File: src/rtl/incubator_pkg.sv
// Shared definitions for the incubator plant model and its controller:
// widths, temperature limits, controller thresholds and the clamp helper.
package incubator_pkg;

  localparam int TEMP_W     = 8;
  localparam int RPS_W      = 4;
  localparam int T_INIT_DEF = 25;
  localparam int T_MIN_DEF  = -40;
  localparam int T_MAX_DEF  = 100;

  // Controller thresholds, kept here so controller and plant agree.
  localparam int TH_COLD  = 15;
  localparam int TH_LOW   = 25;
  localparam int TH_SET   = 30;
  localparam int TH_WARM  = 35;
  localparam int TH_HOT   = 40;
  localparam int TH_ALARM = 45;

  // What the plant does to t on the current edge.
  typedef enum logic [2:0] {
    ACT_HOLD,
    ACT_LOAD,
    ACT_CONFLICT,
    ACT_HEAT,
    ACT_COOL,
    ACT_DRIFT_MOVE,
    ACT_DRIFT_COUNT
  } plant_act_e;

  // Saturate a 10-bit intermediate to [lo,hi] and return it as an 8-bit temperature.
  function automatic logic signed [TEMP_W-1:0] clamp_temp(
    input logic signed [9:0] v,
    input logic signed [9:0] lo,
    input logic signed [9:0] hi
  );
    logic signed [9:0] r;
    r = v;
    if (v < lo) r = lo;
    else if (v > hi) r = hi;
    return r[TEMP_W-1:0];
  endfunction

endpackage

File: src/rtl/incubator_tick_gen.sv
// Prescaler for the thermal model: one-cycle tick every TICK_DIV clocks,
// decoded from the counter register.
module incubator_tick_gen #(
  parameter int TICK_DIV = 4
) (
  input  logic clk,
  input  logic rst_n,
  output logic tick
);

  localparam int CW = (TICK_DIV > 2) ? $clog2(TICK_DIV) : 1;
  localparam logic [CW-1:0] LAST = CW'(TICK_DIV - 1);

  logic [CW-1:0] r_cnt;

  // Free-running counter 0..TICK_DIV-1, wraps on the last value.
  always_ff @(posedge clk or negedge rst_n) begin
    if (!rst_n) r_cnt <= '0;
    else if (r_cnt == LAST) r_cnt <= '0;
    else r_cnt <= r_cnt + 1'b1;
  end

  assign tick = (r_cnt == LAST);

endmodule

File: src/rtl/incubator_plant.sv
// Synthesizable thermal model of the incubator chamber. Integrates heater,
// cooler/fan and ambient drift once per tick and reports a clamped signed
// temperature plus saturation and heater/cooler conflict flags.
module incubator_plant
  import incubator_pkg::*;
#(
  parameter int TICK_DIV  = 4,
  parameter int HEAT_STEP = 2,
  parameter int COOL_BASE = 1,
  parameter int DRIFT_DIV = 3,
  parameter int T_INIT    = T_INIT_DEF,
  parameter int T_MIN     = T_MIN_DEF,
  parameter int T_MAX     = T_MAX_DEF
) (
  input  logic                     clk,
  input  logic                     rst_n,
  input  logic                     i_heater,
  input  logic                     i_cooler,
  input  logic [RPS_W-1:0]         i_rps,
  input  logic signed [TEMP_W-1:0] i_ambient,
  input  logic                     i_load,
  input  logic signed [TEMP_W-1:0] i_load_val,
  output logic signed [TEMP_W-1:0] o_t,
  output logic                     o_tick,
  output logic                     o_sat_hi,
  output logic                     o_sat_lo,
  output logic                     o_conflict
);

  localparam int DW = (DRIFT_DIV > 1) ? $clog2(DRIFT_DIV) : 1;
  localparam logic [DW-1:0] DRIFT_LAST = DW'(DRIFT_DIV - 1);

  // All arithmetic is done in 10 bits so no sum can wrap before clamping.
  localparam logic signed [9:0] L_MIN10  = 10'(T_MIN);
  localparam logic signed [9:0] L_MAX10  = 10'(T_MAX);
  localparam logic signed [9:0] L_HEAT10 = 10'(HEAT_STEP);
  localparam logic signed [9:0] L_COOL10 = 10'(COOL_BASE);
  localparam logic signed [TEMP_W-1:0] L_MIN8  = TEMP_W'(T_MIN);
  localparam logic signed [TEMP_W-1:0] L_MAX8  = TEMP_W'(T_MAX);
  localparam logic signed [TEMP_W-1:0] L_INIT8 = TEMP_W'(T_INIT);

  logic w_tick;

  logic signed [TEMP_W-1:0] r_t;
  logic [DW-1:0]            r_drift;
  logic                     r_sat_hi;
  logic                     r_sat_lo;
  logic                     r_conflict;

  plant_act_e               w_act;
  logic signed [9:0]        w_t_ext;
  logic signed [9:0]        w_load_ext;
  logic signed [9:0]        w_cool_step;
  logic signed [9:0]        w_sum;
  logic signed [TEMP_W-1:0] w_t_next;
  logic [DW-1:0]            w_drift_next;

  incubator_tick_gen #(
    .TICK_DIV(TICK_DIV)
  ) u_tick_gen (
    .clk  (clk),
    .rst_n(rst_n),
    .tick (w_tick)
  );

  assign w_t_ext     = {{(10-TEMP_W){r_t[TEMP_W-1]}}, r_t};
  assign w_load_ext  = {{(10-TEMP_W){i_load_val[TEMP_W-1]}}, i_load_val};
  // Fan contribution is rps>>1 on top of the base cooling step.
  assign w_cool_step = L_COOL10 + $signed({{(11-RPS_W){1'b0}}, i_rps[RPS_W-1:1]});

  // Pick the edge's action: load on any edge, actuators/drift only on tick edges.
  always_comb begin
    w_act = ACT_HOLD;
    if (i_load) begin
      w_act = ACT_LOAD;
    end else if (w_tick) begin
      if (i_heater && i_cooler) w_act = ACT_CONFLICT;
      else if (i_heater) w_act = ACT_HEAT;
      else if (i_cooler) w_act = ACT_COOL;
      else if (r_drift == DRIFT_LAST) w_act = ACT_DRIFT_MOVE;
      else w_act = ACT_DRIFT_COUNT;
    end
  end

  // Next temperature (unclamped) and next drift count for the chosen action.
  always_comb begin
    w_sum        = w_t_ext;
    w_drift_next = r_drift;
    case (w_act)
      ACT_LOAD: begin
        w_sum        = w_load_ext;
        w_drift_next = '0;
      end
      ACT_CONFLICT: begin
        w_drift_next = '0;
      end
      ACT_HEAT: begin
        w_sum        = w_t_ext + L_HEAT10;
        w_drift_next = '0;
      end
      ACT_COOL: begin
        w_sum        = w_t_ext - w_cool_step;
        w_drift_next = '0;
      end
      ACT_DRIFT_MOVE: begin
        w_drift_next = '0;
        if (r_t < i_ambient) w_sum = w_t_ext + 10'sd1;
        else if (r_t > i_ambient) w_sum = w_t_ext - 10'sd1;
      end
      ACT_DRIFT_COUNT: begin
        w_drift_next = r_drift + 1'b1;
      end
      default: begin
        w_sum        = w_t_ext;
        w_drift_next = r_drift;
      end
    endcase
  end

  assign w_t_next = clamp_temp(w_sum, L_MIN10, L_MAX10);

  // Temperature, drift counter and flags; flags follow the new temperature.
  always_ff @(posedge clk or negedge rst_n) begin
    if (!rst_n) begin
      r_t        <= L_INIT8;
      r_drift    <= '0;
      r_sat_hi   <= 1'b0;
      r_sat_lo   <= 1'b0;
      r_conflict <= 1'b0;
    end else begin
      r_t      <= w_t_next;
      r_drift  <= w_drift_next;
      r_sat_hi <= (w_t_next == L_MAX8);
      r_sat_lo <= (w_t_next == L_MIN8);
      if (w_act == ACT_CONFLICT) r_conflict <= 1'b1;
    end
  end

  assign o_t        = r_t;
  assign o_tick     = w_tick;
  assign o_sat_hi   = r_sat_hi;
  assign o_sat_lo   = r_sat_lo;
  assign o_conflict = r_conflict;

endmodule

File: config.mk
export PLATFORM = sky130hd
export DESIGN_NAME = incubator_plant
export DESIGN_NICKNAME = d
export VERILOG_FILES = /design/src/rtl/incubator_pkg.sv /design/src/rtl/incubator_tick_gen.sv /design/src/rtl/incubator_plant.sv
export SDC_FILE = /design/constraint.sdc
export NUM_CORES = 1
export LEC_CHECK = 0
export CORE_UTILIZATION = 45
export DETAILED_ROUTE_END_ITERATION = 12
export PLACE_DENSITY_LB_ADDON = 0.05
export SLEW_MARGIN = 20
export SYNTH_ARGS = -nofsm -noshare
export SYNTH_HDL_FRONTEND = slang
export SYNTH_SLANG_ARGS = --single-unit
File: constraint.sdc
create_clock -name clk -period 3.05 [get_ports clk]
set_input_delay 0.61 -clock clk [delete_from_list [all_inputs] [get_ports clk]]
set_output_delay 0.61 -clock clk [all_outputs]
set_load 0.005 [all_outputs]
* Yosys cells after proc, flatten, opt, wreduce, memory -nomap -nowiden *
Index checks and enable logic that the tools add are counted.

storage, ports and cells
  bits of input ports = 25
  output and inout bits = 12
  word-level logic and storage cells = 43
  register bits after elaboration = 15

operators by class
  equality and inequality tests = 10
  add/subtract/negate cells = 7
  reductions and logical operators = 3
  muxes and demuxes = 13
  magnitude comparators = 4

operator list
  cell                   number
  $pmux W10 S4           1
  $mux W10               2
  $mux W8                2
  $mux W3                4
  $gt A10 B8 Y1 const B  1
  $lt A10 B7 Y1 const B  1
  $add A8 B2 Y9 const B  1
  $add A8 B3 Y9 const B  1
  $eq A3 B3 Y1 const B   3
  $sub A8 B2 Y9 const B  1
  $sub A8 B5 Y9          1
  $eq A8 B7 Y1 const B   1
  $eq A8 B8 Y1 const B   1
  $gt A8 B8 Y1           1
  $lt A8 B8 Y1           1
  $eq A3 B2 Y1 const B   2
  $mux W2                3
  $reduce_or A5 Y1       1
  $add A1 B3 Y4 const A  1
  $add A2 B1 Y2 const B  2
  $eq A2 B2 Y1 const B   2
  $pmux W2 S2            1
  $eq A3 B1 Y1 const B   1
  $reduce_bool A2 Y1     1
  $logic_and A1 B1 Y1    1

* Logic depth before layout (Yosys ltp) *
Gate-level depths: netlist of the first run.

  depth after elaboration = 13
  depth in mapped cells = 13
  gate-level depth less buffers = 12

* By module *
Synthesis of the first run repeated with hierarchy kept, for this count alone.

second synthesis, totals
  cells, all modules = 277
  area total of the unflattened synthesis = 2118.3 um^2

by module, submodules not included
  module              area each (um^2)  cells each  sequential area each (um^2)  instances
  incubator_plant     2052.0            273         329.1                        1
  incubator_tick_gen  66.3              4           50.0                         1

* Worst setup path after synthesis of the first run *
Ideal clock, no wire load.

  path kind = input to register
  from = in i_rps[1]
  to = reg r_t[2] (netlist: o_t[2])
  stages on the path = 13
  slack = 0.045 ns
  arrival = 2.884 ns
  path buffers = 1
  data required time = 2.929 ns
  setup time = 0.121 ns
  cell sequence = ha_1 > inv_1 > ha_1 > nor2b_1 > o31a_1 > o311ai_0 > nand3b_1 > nor3_1 > a22o_1 > or2_1 > buf_6 > o21ai_1 > a32o_2

between the ends
  cells in the longest elaborated chain, start to end = 6
  elaborated cells between the ends (all ways) = 7
  classes of those cells = 2 x add/sub; 2 x order compare; 3 x mux

RTL lines
  item                  line                    source
  start, declared       incubator_plant.sv:19   input logic [RPS_W-1:0] i_rps,
  $add A1 B3 Y4 *       incubator_plant.sv:69   assign w_cool_step = L_COOL10 + $signed({{(11-RPS_W){1'b0}}, i_rps[RPS_W-1:1]});
  $sub A8 B5 Y9 *       incubator_plant.sv:102  w_sum = w_t_ext - w_cool_step;
  $pmux W10 S4 *        incubator_plant.sv:89   case (w_act)
  $gt A10 B8 Y1         incubator_pkg.sv:39     else if (v > hi) r = hi;
  $mux W8               incubator_pkg.sv:39
  $mux W8 *             incubator_pkg.sv:38     if (v < lo) r = lo;
  via w_t_next[2]       incubator_plant.sv:55   logic signed [TEMP_W-1:0] w_t_next;
  end signal, assigned  incubator_plant.sv:131  r_t <= w_t_next;
  end, declared         incubator_plant.sv:44   logic signed [TEMP_W-1:0] r_t;

Mark *: on every way through the listed nets, which the timed path passes. The rest lies on a longest branch.
A chain may end at the register's enable or synchronous reset.

* Worst setup path after layout of the first run *
  from = in i_ambient[1]
  to = reg r_t[1] (netlist: o_t[1])

between the ends
  cells in the longest elaborated chain, start to end = 7
  elaborated cells between the ends (all ways) = 9
  classes of those cells = 4 x order compare; 5 x mux

RTL lines
  item             line                    source
  start, declared  incubator_plant.sv:20   input logic signed [TEMP_W-1:0] i_ambient,
  $gt A8 B8 Y1     incubator_plant.sv:108  else if (r_t > i_ambient) w_sum = w_t_ext - 10'sd1;
  $mux W10         incubator_plant.sv:108
  $mux W10 *       incubator_plant.sv:107  if (r_t < i_ambient) w_sum = w_t_ext + 10'sd1;
  $pmux W10 S4 *   incubator_plant.sv:89
  $gt A10 B8 Y1    incubator_pkg.sv:39
  $mux W8          incubator_pkg.sv:39
  $mux W8 *        incubator_pkg.sv:38
  via w_t_next[1]  incubator_plant.sv:55

Marks and branches as above.

==> reports/results.md, run 1 <==
• met2 demand-to-capacity share in global routing: 0.512
• part of the cycle the worst path needs: 1.00
• slew at the pin with the worst max-slew slack: 0.636 ns
• start point of the critical path: i_ambient[1]
• wirelength, routed: 8190 um
• most used routing layer in global routing: met2
• worst slack on hold paths: 0.420 ns
• Die Width: 73.0 um
• static power due to leakage: 1.52 nW
• WP data arrival: 3.20 ns
• proportion of register bits with asynchronous set or reset after synthesis: 1.00
• vias in the first global route: 2532
• worst-path fanout max: 6
• Power Dens Cells: 372 nW/um^2
• Critical Setup Path Class: input port to register
• number of antenna-violating nets in the routed design: 0
• Rows: 25
• sequential fraction of the synthesis area: 0.167
• Final Setup Violations: 1
• Chip Height: 73.0 um
• fill cell total of the finished layout: 322
• pin count of the biggest net entering global routing: 19
• number of register bits inferred by synthesis: 15
• number of antenna violations at the first check in global routing: 0
• number of synthesized flops with an enable pin: 0
• number of sinks on the clock net: 15
• Syn. warnings: 0
• last weighted congestion value of the routability-driven placer: 0.910
• time the final worst path needs with I/O delays and setup: 3.06 ns
• class of the tightest hold or removal check: register to register
• DRC: 0
• wire length of the first global-routing pass: 12200 um
• number of distinct library cells after synthesis: 75
• ys flop type: sky130_fd_sc_hd__dfrtp_1
• DR pass1 iterations: 5
• clock slew at the register clock pins of the worst setup and hold paths: 0.06 ns
• global routing met1 resource utilization: 0.400
• final instance area: 3790 um^2
• cell taking the most area after synthesis: sky130_fd_sc_hd__dfrtp_1
• layout overhead on the synthesized area: 66.9%
• Pins Over Slew Limit: 0
• worst clock skew on the final layout: 0.00281 ns
• via-per-instance ratio: 6.05
• starting utilization of the core area: 0.474
• violated checks: negative setup slack
• placed inst area: 3150 um^2
• worst max-slew margin expressed relative to the limit: 0.575
• leading post-synthesis cells by instance count: 22 x sky130_fd_sc_hd__nor2_1, 21 x sky130_fd_sc_hd__inv_1, 20 x sky130_fd_sc_hd__a21oi_1, 20 x sky130_fd_sc_hd__ha_1, 17 x sky130_fd_sc_hd__nand2_1
• per-instance average area after synthesis: 8.16 um^2
• total grt overflow: 0
• Port-buffer cells: 35
• die area: 5330 um^2
• Mapped Area: 2270 um^2
• number of DRC markers in iteration 0: 289
• antenna diode instance count: 0
• clock tree from TritonCTS: yes
• total number of vias: 2782
• global routing met3 resource utilization: 0.0304
• post-synth top area share: 0.132
• clock buffer count from CTS: 3
• Final HPWL DP: 5560 um
• worst r2r src: o_t[4]$_DFF_PN1_
• total negative slack for setup checks: -0.00515 ns
• min-delay src: u_tick_gen.r_cnt[0]$_DFF_PN0_
• dominant cell by count in the synthesized netlist: sky130_fd_sc_hd__nor2_1
• Synth Net Count: 324
• Worst Setup Slack, final: -0.00515 ns
• cell types occupying the most area after synthesis: sky130_fd_sc_hd__dfrtp_1 13%, sky130_fd_sc_hd__ha_1 11%, sky130_fd_sc_hd__a21oi_1 4.4%
• startpoint class of the critical path: input port
• CP endpoint kind: register
• buffer levels on the longest clock path: 2
• run status: finished, violations left
• later-pin clock latency in the skew report: 0.24 ns
• Mapped Cells: 278
• max-capacitance violation count: 0
• number of ports placed on the die boundary: 37
• core region area: 4790 um^2
• root buffer selected by CTS: sky130_fd_sc_hd__clkbuf_8
• number of levels in the clock H-tree: 1
• number of buffers inserted for hold repair after clock tree synthesis: 0
• Total Nets Final: 440
• Crit path required time: 3.20 ns
• fraction of final layout cells sized beyond drive strength 1: 0.478
• GR Util All Layers: 0.299
• Max Freq: 327 MHz
• Final Hold Violating Endpoints: 0
• wire length per cell after detailed routing: 17.8 um
• core occupancy in the finished layout: 0.791
• worst supply voltage drop on vdd: 0.000513 V
==> registers in the layout, summed over array words and instances (netlist names) <==
register and flops:
o_conflict 1, o_sat_hi 1, o_sat_lo 1, o_t 8, r_drift 2, u_tick_gen.r_cnt 2
==> where the power goes <==
group | internal [mW] | total, mW | switching, mW
clock network | 0.0902 | 0.154 | 0.0635
logic | 0.489 | 0.992 | 0.503
registers | 0.229 | 0.264 | 0.0351
==> kinds of logic (layout without fill, tap and decap cells) <==
group / after synthesis / after routing / synth area share
compound gates: 95 / 95 / 0.333
simple gates: 106 / 106 / 0.270
buf+inv: 33 / 148 / 0.0733
fa+ha+maj: 21 / 21 / 0.119
flops: 15 / 15 / 0.167
xor+xnor: 5 / 5 / 0.0193
mux: 3 / 3 / 0.0187
==> per-stage QoR <==
| stage | cells | power (mW) | setup slack [ns] |
|---|---|---|---|
| final | 460 | 1.41 | -0.00515 |
| after detailed placement | 439 | 1.01 | -0.676 |
| after CTS | 454 | 1.31 | 0.00990 |
| after floorplan | 278 | 0.674 | 0.0446 |
| after global placement | 439 | 1.00 | -0.603 |
| after global routing | 460 | 1.49 | -0.0739 |
==> cell usage in the layout, fill, tap and decap left out, types with 4 or more instances in the layout <==
cell type	instances
sky130_fd_sc_hd__a211oi_1	6
sky130_fd_sc_hd__a21oi_1	15
sky130_fd_sc_hd__a21oi_2	4
sky130_fd_sc_hd__and4_1	4
sky130_fd_sc_hd__buf_4	82
sky130_fd_sc_hd__buf_6	6
sky130_fd_sc_hd__clkbuf_2	4
sky130_fd_sc_hd__clkdlybuf4s50_1	23
sky130_fd_sc_hd__dfrtp_1	11
sky130_fd_sc_hd__ha_1	10
sky130_fd_sc_hd__ha_4	9
sky130_fd_sc_hd__inv_1	13
sky130_fd_sc_hd__inv_2	8
sky130_fd_sc_hd__nand2_1	15
sky130_fd_sc_hd__nand3_1	14
sky130_fd_sc_hd__nor2_1	19
sky130_fd_sc_hd__nor3_1	7
sky130_fd_sc_hd__nor3_2	5
sky130_fd_sc_hd__o21ai_0	7
sky130_fd_sc_hd__o21ai_1	4
sky130_fd_sc_hd__xnor2_1	4
==> path summary, 6_finish.rpt <==
check,slack [ns],depth (start not counted),end
setup / recovery,-0.005,12,o_t[1]$_DFF_PN0_
hold / removal,0.42,1,u_tick_gen.r_cnt[0]$_DFF_PN0_
setup reg to reg,0.02,13,o_t[1]$_DFF_PN0_
hold reg to reg,0.42,1,u_tick_gen.r_cnt[0]$_DFF_PN0_
max in group asynchronous,1.84,1,o_t[2]$_DFF_PN0_
min in group asynchronous,0.76,1,o_sat_hi$_DFF_PN0_
==> routing by layer <==
metal | vias up | part of all wire
met2 | 131 | 0.48
met5 | - | 0
met4 | 0 | 0.031
met1 | 1313 | 0.42
met3 | 34 | 0.067
li1 | 1304 | -
==> area by class of cell <==
| class | instances | area (um^2) | area share |
|---|---|---|---|
| Timing Repair Buffer | 123 | 1010 | 0.266 |
| Multi-Input combinational cell | 230 | 2190 | 0.579 |
| Tap cell | 67 | 83.8 | 0.0221 |
| Sequential cell | 15 | 380 | 0.100 |
| Clock buffer | 3 | 41.3 | 0.0109 |
| Clock inverter | 1 | 5.00 | 0.00132 |
| Inverter | 21 | 78.8 | 0.0208 |
==> critical path, stage by stage <==
cell,delay (ns)
sky130_fd_sc_hd__clkdlybuf4s15_1,0.17
sky130_fd_sc_hd__inv_2,0.06
sky130_fd_sc_hd__ha_4,0.19
sky130_fd_sc_hd__nor2b_4,0.13
sky130_fd_sc_hd__o2111a_4,0.36
sky130_fd_sc_hd__o41ai_4,0.37
sky130_fd_sc_hd__a21oi_2,0.08
sky130_fd_sc_hd__or4_1,0.56
sky130_fd_sc_hd__o211ai_2,0.14
sky130_fd_sc_hd__a21bo_4,0.22
sky130_fd_sc_hd__a21oi_4,0.07
sky130_fd_sc_hd__a211oi_2,0.23
==> timing repair <==
item                                    in CTS  in global routing
setup buffers                               11                  7
gates resized for setup                     72                 45
pin swaps                                   42                 36
endpoints found under the setup margin       9                  8
No activity file was read; power rests on OpenSTA's default activity.
==> inputs of run 2 (changes only) <==
PLACE_DENSITY = 0.69   (was not set)
PLACE_DENSITY_LB_ADDON = not set   (was 0.05)
==> reports/results.md, run 2 (synthesized netlist as in run 1, its figures left out) <==
• run status: finished, violations left
• violated checks: negative setup slack
• RSZ-0062 raised after global routing: true
• DR pass1 iterations: 6
• time the final worst path needs with I/O delays and setup: 3.05 ns
• Total Nets Final: 451
• Rows: 25
• number of antenna violations at the first check in global routing: 0
• last weighted congestion value of the routability-driven placer: 0.960
• number of DRC markers in iteration 0: 280
• reg2reg path depth: 13
• class of the tightest hold or removal check: register to register
• uppermost layer routed: met4
• Pins Over Slew Limit: 0
• clock tree from TritonCTS: yes
• total grt overflow: 0
• WP data arrival: 3.19 ns
• number of sinks on the clock net: 15
• start point of the critical path: i_rps[1]
• number of ports placed on the die boundary: 37
• wire length per cell after detailed routing: 18.8 um
• DRC: 0
• Critical Setup Path Class: input port to register
• Final Hold Violating Endpoints: 0
• Power Dens Cells: 377 nW/um^2
• fraction of final layout cells sized beyond drive strength 1: 0.480
• slew at the pin with the worst max-slew slack: 0.711 ns
• startpoint class of the critical path: input port
• fill cell total of the finished layout: 296
• clock slew at the register clock pins of the worst setup and hold paths: 0.07 ns
• Worst Setup Slack, final: -0.000429 ns
• CP endpoint kind: register
• Max Freq: 328 MHz
• worst max-slew margin expressed relative to the limit: 0.524
• max-capacitance violation count: 0
• total number of vias: 2889
• core region area: 4790 um^2
• die area: 5330 um^2
• Final HPWL DP: 6170 um
• worst r2r src: o_t[5]$_DFF_PN0_
• number of buffers inserted for hold repair after clock tree synthesis: 0
• part of the cycle the worst path needs: 1.00
• pin count of the biggest net entering global routing: 19
• Die Width: 73.0 um
• most common library cell in the layout ignoring fill and taps: sky130_fd_sc_hd__buf_4
• final standard cell count with taps included and fillers excluded: 471
• final instance area: 3800 um^2
• core occupancy in the finished layout: 0.795
• GR Util All Layers: 0.328
• Port-buffer cells: 35
• antenna diode instance count: 0
• buffer levels on the longest clock path: 2
• reg2reg end: o_t[1]$_DFF_PN0_
• most used cells in the layout excluding fill and tap cells: 93 x sky130_fd_sc_hd__buf_4, 24 x sky130_fd_sc_hd__clkdlybuf4s50_1, 20 x sky130_fd_sc_hd__nor2_1
• worst supply voltage drop on vdd: 0.000355 V
• layout overhead on the synthesized area: 67.6%
• static power due to leakage: 1.56 nW
• max FFs per register: 8
• vias in the first global route: 2751
• placed inst area: 3300 um^2
• cell total after placement: 457
• register-to-register path setup slack: 0.07 ns
• number of antenna-violating nets in the routed design: 0
• Crit path required time: 3.19 ns
• wirelength, routed: 8850 um
• routed wire length on met2: 4350 um
• total negative slack for setup checks: -0.000429 ns
• worst-path fanout max: 7
• routed length on met3: 569 um
• Chip Height: 73.0 um
• number of levels in the clock H-tree: 1
• later-pin clock latency in the skew report: 0.25 ns
• starting utilization of the core area: 0.474
• DRT met1 WL: 3660 um
• pre-CTS worst setup slack: -0.661 ns
• worst clock skew on the final layout: 0.00121 ns
• endpoint of the worst setup timing path: o_t[1]$_DFF_PN0_
• Final Setup Violations: 1
• via-per-instance ratio: 6.13
• wire length of the first global-routing pass: 13300 um
• root buffer selected by CTS: sky130_fd_sc_hd__clkbuf_8
• clock buffer count from CTS: 3
## run 2: cell count changes in the layout (fill, tap and decap cells not counted), sizes merged
cell,delta
buf,+15
clkbuf,-3
clkdlybuf4s15,-1
clkdlybuf4s50,+1
dlymetal6s2s,-1
## run 2: timing repair
item                       4_1_cts  5_1_grt
setup buffers                    6        6
pin swaps                       43       24
setup endpoints to repair       10        8
resized for setup               76       33
## run 2: per-stage QoR
stage          power [mW]  hold WS, ns
6_report             1.44        0.430
3_3_place_gp         1.04        0.415
4_1_cts              1.36        0.431
2_1_floorplan       0.674        0.314
5_1_grt              1.50        0.439
3_5_place_dp         1.06        0.421
## run 2: how the worst min path moves through the flow
stage                                        from                       endpoint  slack, ns  depth (start not counted)
floorplan                                   rst_n         o_conflict$_DFFE_PN0N_       0.31                          0
global placement    u_tick_gen.r_cnt[0]$_DFF_PN0_  u_tick_gen.r_cnt[0]$_DFF_PN0_       0.42                          1
detailed placement  u_tick_gen.r_cnt[0]$_DFF_PN0_  u_tick_gen.r_cnt[0]$_DFF_PN0_       0.42                          1
CTS                 u_tick_gen.r_cnt[0]$_DFF_PN0_  u_tick_gen.r_cnt[0]$_DFF_PN0_       0.43                          1
global route        u_tick_gen.r_cnt[0]$_DFF_PN0_  u_tick_gen.r_cnt[0]$_DFF_PN0_       0.44                          1
finish              u_tick_gen.r_cnt[0]$_DFF_PN0_  u_tick_gen.r_cnt[0]$_DFF_PN0_       0.43                          1
## run 2: layer usage
metal,global-route usage,up-vias
met5,0,-
met4,0.107,0
met3,0.0373,32
met2,0.585,159
met1,0.409,1374
li1,-,1324
## run 2: critical path, stage by stage
cell	delay, ns
sky130_fd_sc_hd__buf_2	0.13
sky130_fd_sc_hd__ha_4	0.26
sky130_fd_sc_hd__inv_1	0.03
sky130_fd_sc_hd__ha_1	0.27
sky130_fd_sc_hd__nor2b_2	0.16
sky130_fd_sc_hd__o31a_1	0.32
sky130_fd_sc_hd__buf_4	0.15
sky130_fd_sc_hd__nor4_1	0.14
sky130_fd_sc_hd__nand3b_1	0.19
sky130_fd_sc_hd__nor3_2	0.06
sky130_fd_sc_hd__a22o_1	0.26
sky130_fd_sc_hd__or2_4	0.28
sky130_fd_sc_hd__a211oi_4	0.25
sky130_fd_sc_hd__a211oi_2	0.06
## run 2: cell type report
| cell class | instances | area, um^2 | share of cell area |
|---|---|---|---|
| multi-input cells | 230 | 2100 | 0.552 |
| repair buffers | 134 | 1110 | 0.293 |
| flip-flops and latches | 15 | 379 | 0.0997 |
| well taps | 67 | 83.8 | 0.0220 |
| inverters | 21 | 81.3 | 0.0214 |
| clock buffers | 3 | 41.3 | 0.0109 |
| clock inverters | 1 | 5.00 | 0.00132 |
## run 2: where the power goes
part / internal, mW / switching, mW
Sequential: 0.228 / 0.0318
Combinational: 0.497 / 0.503
Clock: 0.0908 / 0.0841
==> patch 1, RTL diff (flow settings as in run 1) <==
Register the output `o_conflict` once more, cleared by the reset; this adds one clock of latency there. The other outputs are not delayed to match.
--- a/src/rtl/incubator_plant.sv
+++ b/src/rtl/incubator_plant.sv
@@ -140,7 +140,13 @@
   assign o_tick     = w_tick;
   assign o_sat_hi   = r_sat_hi;
   assign o_sat_lo   = r_sat_lo;
-  assign o_conflict = r_conflict;
+  always_ff @(posedge clk or negedge rst_n) begin
+    if (!rst_n) begin
+      o_conflict <= '0;
+    end else begin
+      o_conflict <= r_conflict;
+    end
+  end
 
 endmodule
 
Function: changed (a bounded check fails within 10 cycles, from zero or initial values and one cycle with rst_n low).
==> patch 1 against run 1 <==
  * Wire length grew 2.8%
  * Sequential cell count grew 1
  * Setup slack gained 51 ps
  * First-iteration DRC count shrank 19%
  * Hold slack lost 16 ps
  * Cell area shrank 0.83%
  * Total power grew 1.8%
  * Synthesized area grew 1.1%
  * Synthesized cell count grew 0.36%
  * Highest routed layer unchanged
==> patch 1: results (changes against run 1) <==
outcome:
  status: "complete, no violations"
worst_setup_path:
  critical_path_arrival_ps: 3130  # -70 ps
  r2r-start: "o_t[3]"
  slowest_stage: "clkdlybuf4s50_1"
  critPathMaxStageDelay_ps: 570
  r2r_setup_slack_ps: 90  # +70 ps
  cpLargestDelayFamily: "simple AND/OR/NAND/NOR gates"
  r2r_end: "o_t[1]"
  crit_path_max_fanout: 6  # unchanged
  r2r_cells: 10  # -3
final_layout:
  drive_gt1_frac: 0.462  # -0.0168
  num_antenna_cells: 0  # unchanged
  num-fill-cells: 340  # +5.6%
  nNetsFinal: 450  # +2.3%
yosys:
  synth_compound_area_frac: 0.329  # -0.00363
  ys.warnings.count: 0  # unchanged
  syn_nets: 325  # +0.31%
  synth_mux_area_frac: 0.0185  # -0.000204
  synth_xor_area_frac: 0.0191  # -0.000210
  ys_seq_area_frac: 0.176  # +0.00908
  synth_async_sr_flop_share: 1.00  # unchanged
  synthAdderAreaFrac: 0.118  # -0.00130
  synth_common_cells: "nor2_1, inv_1, a21oi_1, ha_1, nand2_1"
  postSynthAreaPerCell_sq_um: 8.22  # +0.74%
  synth.area.top_cells: "dfrtp_1, ha_1, a21oi_1, nor2_1, dfstp_2"
grt:
  grt_pass1_vias: 2705  # +6.8%
  grtUsageTotal: 0.313  # +0.0143
  grt_pass1_wl_mm: 12.9  # +5.5%
  grt_max_degree: 19  # unchanged
sta:
  timing.hold.ws_ps: 403  # -16.4 ps
  skew_ps: 4.22  # +1.40 ps
  relSlewSlack: 0.546  # -0.0286
placement:
  post-place-ws_ps: -663  # +13.7 ps
  gp_congestion: 0.980  # +7.7%
  place_inst: 452  # +3.0%
  placed_area_sq_mm: 0.00326  # +3.7%
  hpwl_mm: 5.91  # +6.2%
clock_network:
  numCtsBuffers: 3  # unchanged
  htree_levels: 1  # unchanged
  cts_buffer_depth: 2  # unchanged
  clkTransAtPathRegs_ps: 60  # about the same
  root_buffer: "clkbuf_8"
drt:
  avgViaCountPerCell: 5.93  # -1.9%
  vias: 2788  # +0.22%
  dr.first_iter.drc_count: 233  # -19%
  wirelength_mm: 8.43  # +2.8%
min_path:
  min_to: "o_conflict"
  worstHoldStart: "r_conflict"
  hold_depth: 0  # -1
power_and_ir_drop:
  internal-power_uw: 846  # +4.7%
  p_leak_nw: 1.55  # +1.8%
  peakVddDrop_mv: 0.379  # -26%
patch 1: how the worst max path moves through the flow:
stage | from | end | slack (ps) | cells past startpoint
after detailed placement | i_rps[2] | o_t[2] | -660 | 13
final | i_cooler | o_t[1] | 50 | 11
after global placement | i_rps[1] | o_t[2] | -640 | 13
after CTS | i_rps[2] | o_t[1] | 30 | 14
after global routing | i_ambient[1] | o_sat_lo | -20 | 16
after floorplan | i_rps[1] | o_t[2] | 40 | 13
patch 1: final cells by class:
class                   instances  area [sq um]  share of cell area
repair buffers                132          1070               0.284
well taps                      67          83.8              0.0223
clock buffers                   4          55.1              0.0147
inverters                      21          78.8              0.0210
flip-flops and latches         16           404               0.108
multi-input cells             230          2070               0.551
patch 1: layer usage:
layer  up-vias  track usage  share of wire
met4         0       0.0897          0.025
met1      1317        0.405           0.43
met5         -            0              0
met2       121        0.565           0.49
met3        28       0.0151          0.054
li1       1322            -              -
patch 1: what timing repair did:
action,CTS,global route
resized for setup,68,29
pin swaps,41,22
endpoints found under the setup margin,9,9
hold buffers,0,0
buffers inserted,11,3
patch 1: cells by family (layout without fill, tap and decap cells):
logic type | Yosys count | after routing
simple gates | 106 | 106
compound gates | 95 | 95
buf+inv | 33 | 157
fa+ha+maj | 21 | 21
flops | 16 | 16
xor+xnor | 5 | 5
mux | 3 | 3
patch 1: power by group through the flow:
| stage | combinational [mW] | clock (mW) | sequential, mW |
|---|---|---|---|
| finish | 0.978 | 0.181 | 0.276 |
| global placement | 0.778 | 0 | 0.271 |
| floorplan | 0.411 | 0 | 0.278 |
| CTS | 0.904 | 0.187 | 0.276 |
| global route | 1.04 | 0.195 | 0.278 |
| detailed placement | 0.782 | 0 | 0.270 |
==> patch 2, RTL diff (flow settings as in run 1) <==
Made on the original files. Change the package constant `RPS_W` from 4 to 5.
--- a/src/rtl/incubator_pkg.sv
+++ b/src/rtl/incubator_pkg.sv
@@ -3,7 +3,7 @@
 package incubator_pkg;
 
   localparam int TEMP_W     = 8;
-  localparam int RPS_W      = 4;
+  localparam int RPS_W      = 5;
   localparam int T_INIT_DEF = 25;
   localparam int T_MIN_DEF  = -40;
   localparam int T_MAX_DEF  = 100;
Ports: changed (resized i_rps); port bits go from 37 to 38. No check against the original RTL was run, so the function may have changed too.
==> patch 2 against run 1 <==
  * The run ends with DRC left
  * First-iteration DRC count shrank 28%
  * Sequential cell count is the same
  * Setup slack improved by 67 ps
  * Synthesized area shrank 5.0%
  * Largest power group unchanged
  * Critical endpoint is now o_t[2]
  * Total power shrank 11%
  * Wire length shrank 2.6%
  * Cell area is 9.6% lower
==> patch 2: results (changes against run 1) <==
outcome:
  status: "finished, violations left"
  violations: "DRC"
worst_setup_path:
  crit_path_max_fanout: 4  # -2
  startpoint: "i_ambient[7]"
  critPathMaxStageDelay_ps: 390  # -170 ps
  critical_path_arrival_ps: 3140  # -60 ps
  r2r_cells: 10  # -3
  slowest_stage: "or3_4"
  r2r_setup_slack_ps: 70  # +50 ps
  r2r_end: "o_t[2]"
power_and_ir_drop:
  peakVddDrop_mv: 0.360  # -30%
  p_leak_nw: 1.41  # -7.3%
drt:
  drt_pass1_iterations: 8  # +3
  vias: 2702  # -2.9%
  dr.first_iter.drc_count: 207  # -28%
  wl_per_cell_um: 18.3  # +2.6%
  drc: 4  # +4
  avgViaCountPerCell: 6.18  # +2.2%
yosys:
  synthAdderAreaFrac: 0.131  # +0.0120
  synth_mux_area_frac: 0.0145  # -0.00424
  synth_compound_area_frac: 0.324  # -0.00872
  synth.area.top_cells: "dfrtp_1, ha_1, a21oi_1, o21ai_0, nand3_1"
  synthCells: 284  # +2.2%
  ys_seq_area_frac: 0.176  # +0.00872
  ys.flop_type: "dfrtp_1"
  syn_nets: 332  # +2.5%
  ys_types: 61  # -19%
  synth_common_cells: "ha_1, inv_1, nor2_1"
final_layout:
  drive_gt1_frac: 0.358  # -0.120
  num_antenna_cells: 0  # unchanged
  num-fill-cells: 341  # +5.9%
placement:
  post-place-ws_ps: -707  # -30.6 ps
  place_inst: 426  # -3.0%
  gp_congestion: 0.947  # +4.1%
  port_buffers: 36  # +2.9%
  placed_area_sq_mm: 0.00305  # -3.3%
  hpwl_mm: 6.07  # +9.1%
grt:
  grtUsageTotal: 0.324  # +0.0253
  grt_max_degree: 16  # -3
  grt_pass1_wl_mm: 12.9  # +6.0%
clock_network:
  postCtsSetupRepairBufs: 7  # -4
  cts.repair.resized: 49  # -32%
  htree_levels: 1  # unchanged
sta:
  fmax_mhz: 335  # +2.3%
  timing.hold.ws_ps: 432  # +12.3 ps
  skew_ps: 3.57  # +0.754 ps
  relSlewSlack: 0.535  # -0.0400
-- patch 2: routing by layer --
layer  wire length, um  vias up  part of all wire  track usage
met5                 0        -                 0            0
met4               133        0             0.017       0.0600
met3               486       14             0.061       0.0563
met2              3860      114              0.48        0.569
met1              3500     1278              0.44        0.422
li1                  -     1296                 -            -
-- patch 2: layout make-up --
class                           instances  area [sq um]  share of cell area
Multi-Input combinational cell        234          1940               0.567
Timing Repair Buffer                  112           916               0.267
Sequential cell                        15           379               0.111
Inverter                               20          77.6              0.0227
Tap cell                               52          65.1              0.0190
Clock buffer                            4          45.0              0.0132
-- patch 2: power breakdown --
| part | internal (mW) | switching, mW | total (mW) |
|---|---|---|---|
| clock network | 0.0923 | 0.0670 | 0.159 |
| logic | 0.418 | 0.406 | 0.824 |
| registers | 0.227 | 0.0395 | 0.266 |
| total | 0.737 | 0.512 | 1.25 |
